## src/rtl/fd_reg_if.sv

```systemverilog
// Fetch/decode boundary signals: F_* come from the fetch stage, D_* feed decode.
// The slave modport belongs to the pipeline register, the master to whoever drives fetch.
interface fd_reg_if;
    logic [31:0] F_PC;
    logic [31:0] F_Instr;
    logic        F_BD;
    logic        FD_en;
    logic        flush;
    logic        IntReq;

    logic [31:0] D_PC;
    logic [31:0] D_Instr;
    logic        D_BD;
    logic [4:0]  D_ExcCode;
    logic        D_valid;
    logic [15:0] D_stall_cnt;

    modport slave (
        input  F_PC, F_Instr, F_BD, FD_en, flush, IntReq,
        output D_PC, D_Instr, D_BD, D_ExcCode, D_valid, D_stall_cnt
    );

    modport master (
        output F_PC, F_Instr, F_BD, FD_en, flush, IntReq,
        input  D_PC, D_Instr, D_BD, D_ExcCode, D_valid, D_stall_cnt
    );
endinterface

```

## src/rtl/fd_reg.sv

```systemverilog
// Fetch/decode pipeline register with address-error detection, interrupt/flush kill,
// stall hold and a saturating stall counter. All outputs come straight from flops.
module fd_reg #(
    parameter logic [31:0] INIT_PC = 32'h0000_3000,
    parameter logic [31:0] TRAP_PC = 32'h0000_4180,
    parameter logic [31:0] IM_LO   = 32'h0000_3000,
    parameter logic [31:0] IM_HI   = 32'h0000_6FFC
) (
    input  logic        clk,
    input  logic        reset,
    fd_reg_if.slave     bus
);
    localparam logic [4:0] EXC_ADEL = 5'd4;

    logic [31:0] pc_reg,    pc_next;
    logic [31:0] instr_reg, instr_next;
    logic        bd_reg,    bd_next;
    logic [4:0]  exc_reg,   exc_next;
    logic        valid_reg, valid_next;
    logic [15:0] cnt_reg,   cnt_next;
    logic        fetch_fault;

    assign fetch_fault = (bus.F_PC[1:0] != 2'b00) || (bus.F_PC < IM_LO) || (bus.F_PC > IM_HI);

    always_comb begin
        pc_next    = pc_reg;
        instr_next = instr_reg;
        bd_next    = bd_reg;
        exc_next   = exc_reg;
        valid_next = valid_reg;
        cnt_next   = cnt_reg;
        if (bus.IntReq) begin
            pc_next    = TRAP_PC;
            instr_next = 32'd0;
            bd_next    = 1'b0;
            exc_next   = 5'd0;
            valid_next = 1'b0;
        end else if (bus.flush) begin
            pc_next    = bus.F_PC;
            instr_next = 32'd0;
            bd_next    = 1'b0;
            exc_next   = 5'd0;
            valid_next = 1'b0;
        end else if (!bus.FD_en) begin
            // Only genuine holds count as stalls; the counter sticks at all-ones.
            if (cnt_reg != 16'hFFFF) begin
                cnt_next = cnt_reg + 16'd1;
            end
        end else begin
            pc_next    = bus.F_PC;
            bd_next    = bus.F_BD;
            valid_next = 1'b1;
            if (fetch_fault) begin
                instr_next = 32'd0;
                exc_next   = EXC_ADEL;
            end else begin
                instr_next = bus.F_Instr;
                exc_next   = 5'd0;
            end
        end
    end

    always_ff @(posedge clk or negedge reset) begin
        if (!reset) begin
            pc_reg    <= INIT_PC;
            instr_reg <= 32'd0;
            bd_reg    <= 1'b0;
            exc_reg   <= 5'd0;
            valid_reg <= 1'b0;
            cnt_reg   <= 16'd0;
        end else begin
            pc_reg    <= pc_next;
            instr_reg <= instr_next;
            bd_reg    <= bd_next;
            exc_reg   <= exc_next;
            valid_reg <= valid_next;
            cnt_reg   <= cnt_next;
        end
    end

    assign bus.D_PC        = pc_reg;
    assign bus.D_Instr     = instr_reg;
    assign bus.D_BD        = bd_reg;
    assign bus.D_ExcCode   = exc_reg;
    assign bus.D_valid     = valid_reg;
    assign bus.D_stall_cnt = cnt_reg;
endmodule

```

## src/flat_wrapper.sv

```systemverilog
// flat-port wrapper written by rule: the top's interface ports become plain ports
module fd_reg_flat 
#(
    parameter logic [31:0] INIT_PC = 32'h0000_3000,
    parameter logic [31:0] TRAP_PC = 32'h0000_4180,
    parameter logic [31:0] IM_LO   = 32'h0000_3000,
    parameter logic [31:0] IM_HI   = 32'h0000_6FFC
)
  (clk, reset, bus_F_PC, bus_F_Instr, bus_F_BD, bus_FD_en, bus_flush, bus_IntReq, bus_D_PC, bus_D_Instr, bus_D_BD, bus_D_ExcCode, bus_D_valid, bus_D_stall_cnt);
  fd_reg_if bus_i ();
  input  logic clk;
  input  logic reset;
  input wire logic [$bits(bus_i.F_PC)-1:0] bus_F_PC;
  input wire logic [$bits(bus_i.F_Instr)-1:0] bus_F_Instr;
  input wire logic [$bits(bus_i.F_BD)-1:0] bus_F_BD;
  input wire logic [$bits(bus_i.FD_en)-1:0] bus_FD_en;
  input wire logic [$bits(bus_i.flush)-1:0] bus_flush;
  input wire logic [$bits(bus_i.IntReq)-1:0] bus_IntReq;
  output wire logic [$bits(bus_i.D_PC)-1:0] bus_D_PC;
  output wire logic [$bits(bus_i.D_Instr)-1:0] bus_D_Instr;
  output wire logic [$bits(bus_i.D_BD)-1:0] bus_D_BD;
  output wire logic [$bits(bus_i.D_ExcCode)-1:0] bus_D_ExcCode;
  output wire logic [$bits(bus_i.D_valid)-1:0] bus_D_valid;
  output wire logic [$bits(bus_i.D_stall_cnt)-1:0] bus_D_stall_cnt;
  assign bus_i.F_PC = bus_F_PC;
  assign bus_i.F_Instr = bus_F_Instr;
  assign bus_i.F_BD = bus_F_BD;
  assign bus_i.FD_en = bus_FD_en;
  assign bus_i.flush = bus_flush;
  assign bus_i.IntReq = bus_IntReq;
  assign bus_D_PC = bus_i.D_PC;
  assign bus_D_Instr = bus_i.D_Instr;
  assign bus_D_BD = bus_i.D_BD;
  assign bus_D_ExcCode = bus_i.D_ExcCode;
  assign bus_D_valid = bus_i.D_valid;
  assign bus_D_stall_cnt = bus_i.D_stall_cnt;
  fd_reg #(.INIT_PC(INIT_PC), .TRAP_PC(TRAP_PC), .IM_LO(IM_LO), .IM_HI(IM_HI)) u_core (.clk(clk), .reset(reset), .bus(bus_i));
endmodule
```

## config.mk

```make
export PLATFORM = sky130hd
export DESIGN_NAME = fd_reg_flat
export DESIGN_NICKNAME = d
export VERILOG_FILES = /design/src/rtl/fd_reg_if.sv /design/src/rtl/fd_reg.sv /design/src/flat_wrapper.sv
export SDC_FILE = /design/constraint.sdc
export NUM_CORES = 1
export LEC_CHECK = 0
export ABC_AREA = 1
export CAP_MARGIN = 10
export CORE_ASPECT_RATIO = 2
export CORE_MARGIN = 10
export CORE_UTILIZATION = 35
export DETAILED_ROUTE_END_ITERATION = 8
export GPL_ROUTABILITY_DRIVEN = 0
export GPL_TIMING_DRIVEN = 1
export MAX_ROUTING_LAYER = met4
export PLACE_DENSITY_LB_ADDON = 0.05
export SLEW_MARGIN = 20
export SYNTH_ARGS = -nofsm -noshare
export SYNTH_HDL_FRONTEND = slang
export SYNTH_SLANG_ARGS = --single-unit
```

## constraint.sdc

```tcl
create_clock -name clk -period 1.7 [get_ports clk]
set_input_delay 0.34 -clock clk [delete_from_list [all_inputs] [get_ports clk]]
set_output_delay 0.34 -clock clk [all_outputs]
set_load 0.02 [all_outputs]
```

==> summary.md <==
| Metric | Value |
|---|---|
| Status | `finished, final reports clean` |
| Critical Path Max Stage Delay | `640 ps` |
| Worst R2R Setup Slack | `220 ps` |
| Reg2reg end | `u_core.bus.D_stall_cnt[13]$_DFFE_PN0P_` |
| Yosys reg bits | `83` |
| Die width | `93.6 um` |
| Number of global-route vias before repair | `3710` |
| CP max-delay cell | `clkdlybuf4s50_1` |
| Worst path cell trace | `clkdlybuf4s50_1` |
| # setup viols final | `0` |
| Top delay family on crit path | `buffers and inverters` |
| Worst EP arrival | `1320 ps` |
| Post-layout util | `56.9%` |
| Setup crit end | `bus_D_Instr[18]` |
| Period minus WS final | `1660 ps` |
| Pwr dens | `835 nW/um2` |
| Fmax | `601 MHz` |
| Crit Path Max Fanout | `2` |
| CORE AREA | `10500 um2` |
| Clock buffer depth | `2` |
| Share of cells above drive strength 1 | `8.92%` |
| Final setup skew | `4.08 ps` |
| Clk_lat worst skew | `330 ps` |
| Warnings, synthesis | `0` |
| Multi-input gate area in the final layout | `1530 um2` |
| Setup WS pre-CTS | `-40.0 ps` |
| Die Span Y | `167 um` |
| Buf/Inv on CP | `1` |
| Startpoint types | `register` |
| Initial antenna violation count | `1` |
| Nets | `705` |
| Clock sinks | `83` |
| Largest area contributor in the netlist | `dfrtp_1` |
| Reg2Reg Depth | `9` |
| Starting Density | `35.9%` |
| Gate count of the mapped netlist | `466` |
| # DRC | `0` |
| Final ANT Viol Nets | `0` |
| Post-synthesis cell type count | `27` |
| CTS tree | `done` |
| Fill cells | `971` |
| Syn Area/Cell | `8.13 um2` |
| Leakage | `3.03 nW` |
| Setup crit start | `u_core.bus.D_Instr[18]$_DFFE_PN0P_` |
| RSZ-0062 raised after global routing | `false` |
| Num CTS Buffers | `9` |
| Root buffer cell | `clkbuf_16` |
| Clock share of power | `40.9%` |
| Total gr overflow | `0` |
| Critical Setup Path Class | `register to output pin` |
| CTS clk-pin slew, worst paths | `60 ps` |
| Worst r2r src | `u_core.bus.D_stall_cnt[1]$_DFFE_PN0P_` |
| H-tree Lvls | `3` |
| Switching power | `1.26 mW` |
| Vias | `3583` |
| Global-route wire length before repair | `19600 um` |
| Worst VDD drop | `0.548 mV` |
| Net Sw Frac | `25.2%` |
| PortBufs | `152` |
| Final worst slack | `36.2 ps` |
| CP Capture Type | `output pin` |
| Cell depth of the worst setup path | `1` |
| Detail Placement HPWL | `9890 um` |
| Internal power | `3.75 mW` |
| Non-filler instance count after layout | `777` |
| Largest net degree at the start of global routing | `36` |
| Routed WL | `12500 um` |
| FF/Latch Area | `2080 um2` |
| Reg power frac | `42.9%` |
| Register area share after synthesis | `54.9%` |
| Fin. max-slew vios | `0` |
| # IOs | `157` |
| Share of the synthesized area in the top cell type | `53.5%` |
| Inst Count DP | `758` |
| GRT Total Usage | `16.4%` |
| DIE AREA | `15600 um2` |
| First-pass DRT Iterations | `4` |
| Final hold vios | `0` |
| Iteration-0 DRC Markers | `158` |
| Row cnt | `53` |
| Drt via density | `4.61` |
| Most area-consuming cells after synthesis | `dfrtp_1 54%, nand2_1 21%, nand3_1 5.0%, o21ai_0 4.5%, nor2_1 3.2%` |
| CP required | `1360 ps` |
| Share of power burned in combinational logic | `16.2%` |
| Worst min-delay path class | `primary input to async pin` |
| Max cap viols | `0` |
| WL/cell | `16.0 um` |
| Mapped cell area | `3790 um2` |
| Fin crit share | `97.9%` |
| Syn-to-layout area delta | `58.5%` |
## cell usage after synthesis
library cell  number
nor2_2             4
a31oi_1            1
buf_2              9
nand3_2            2
dfrtp_1           81
nand3_1           38
o31ai_1            1
buf_1              4
nand4_1            5
o21ai_4            1
nand2_1          211
a22o_1             1
ha_1               1
nor2_4             2
nor2_8             1
nand2_2            1
conb_1             1
dfstp_2            2
inv_2              3
buf_4              5
o21ai_0           34
buf_6              2
inv_1             12
clkbuf_1           5
xor2_1             3
nor2_1            32
xnor2_1            4
## sequential cells by signal, summed over array words and instances (netlist names)
register                cells
u_core.bus.D_PC            32
u_core.bus.D_valid          1
u_core.bus.D_Instr         32
u_core.bus.D_stall_cnt     16
u_core.bus.D_BD             1
u_core.bus.D_ExcCode        1
## power by group through the flow
stage	combinational (mW)	sequential, mW	clock [mW]
floorplan	0.209	2.29	0
global placement	0.846	2.19	0
detailed placement	0.854	2.19	0
CTS	0.826	2.15	2.10
global route	0.889	2.16	2.20
finish	0.813	2.15	2.05
## timing repair
item                                   CTS  global route
setup endpoints to repair               18            14
endpoints found under the hold margin   20             0
resized for setup                       18            13
buffers inserted                         0             1
pin swaps                                0             1
hold buffers                             1             0
## how the worst min path moves through the flow
stage | start | to | slack, ps
after floorplan | reset | u_core.bus.D_BD$_DFFE_PN0P_ | 40
final | reset | u_core.bus.D_stall_cnt[10]$_DFFE_PN0P_ | 460
after global routing | reset | u_core.bus.D_stall_cnt[11]$_DFFE_PN0P_ | 500
after detailed placement | reset | u_core.bus.D_stall_cnt[10]$_DFFE_PN0P_ | 270
after CTS | reset | u_core.bus.D_stall_cnt[10]$_DFFE_PN0P_ | 460
after global placement | reset | u_core.bus.D_stall_cnt[10]$_DFFE_PN0P_ | 260
## metal layers
metal / routed length, um / vias up / track usage (%)
met3: 644 / 23 / 3.76
li1: - / 1798 / -
met5: 0 / - / -
met1: 4580 / 1649 / 16.9
met2: 6930 / 113 / 28.9
met4: 314 / 0 / 6.31
## cell usage in the layout, fill, tap and decap left out, types with 3 or more instances in the layout
cell type,instances
buf_12,10
inv_1,12
xor2_1,3
nand2_1,211
dfrtp_1,81
dlygate4sd2_1,18
dlymetal6s2s_1,13
nor2_1,32
nand4_1,5
xnor2_1,4
o21ai_0,34
buf_4,17
inv_2,3
nor2_2,4
nand3_1,38
conb_1,4
clkbuf_16,9
clkdlybuf4s50_1,120
## final cells by class
class                   instances  share of cell area, %
clock buffers                  11                   3.88
well taps                     137                   2.85
inverters                      15                  0.938
flip-flops and latches         83                   34.6
repair buffers                179                   31.0
clock inverters                 5                   1.29
diodes                          1                 0.0417
multi-input cells             346                   25.4
## kinds of logic (layout without fill, tap and decap cells)
logic type	after synthesis	count (layout)	synth area share [%]
fa+ha+maj	1	1	0.330
simple gates	296	296	32.4
buf+inv	40	210	5.15
compound gates	38	38	5.52
xor+xnor	7	7	1.62
flops	83	83	54.9
other cells	1	5	0.0990
## stage by stage
stage          hold WS [ps]  power (mW)  setup TNS [ps]  instance area, um2
3_3_place_gp            262        3.03            -307                5650
5_1_grt                 498        5.25               0                6000
4_1_cts                 462        5.08               0                5950
3_5_place_dp            271        3.04            -250                5650
2_1_floorplan          44.4        2.50               0                3800
6_report                459        5.01               0                6000
(Power assumes the default switching activity.)
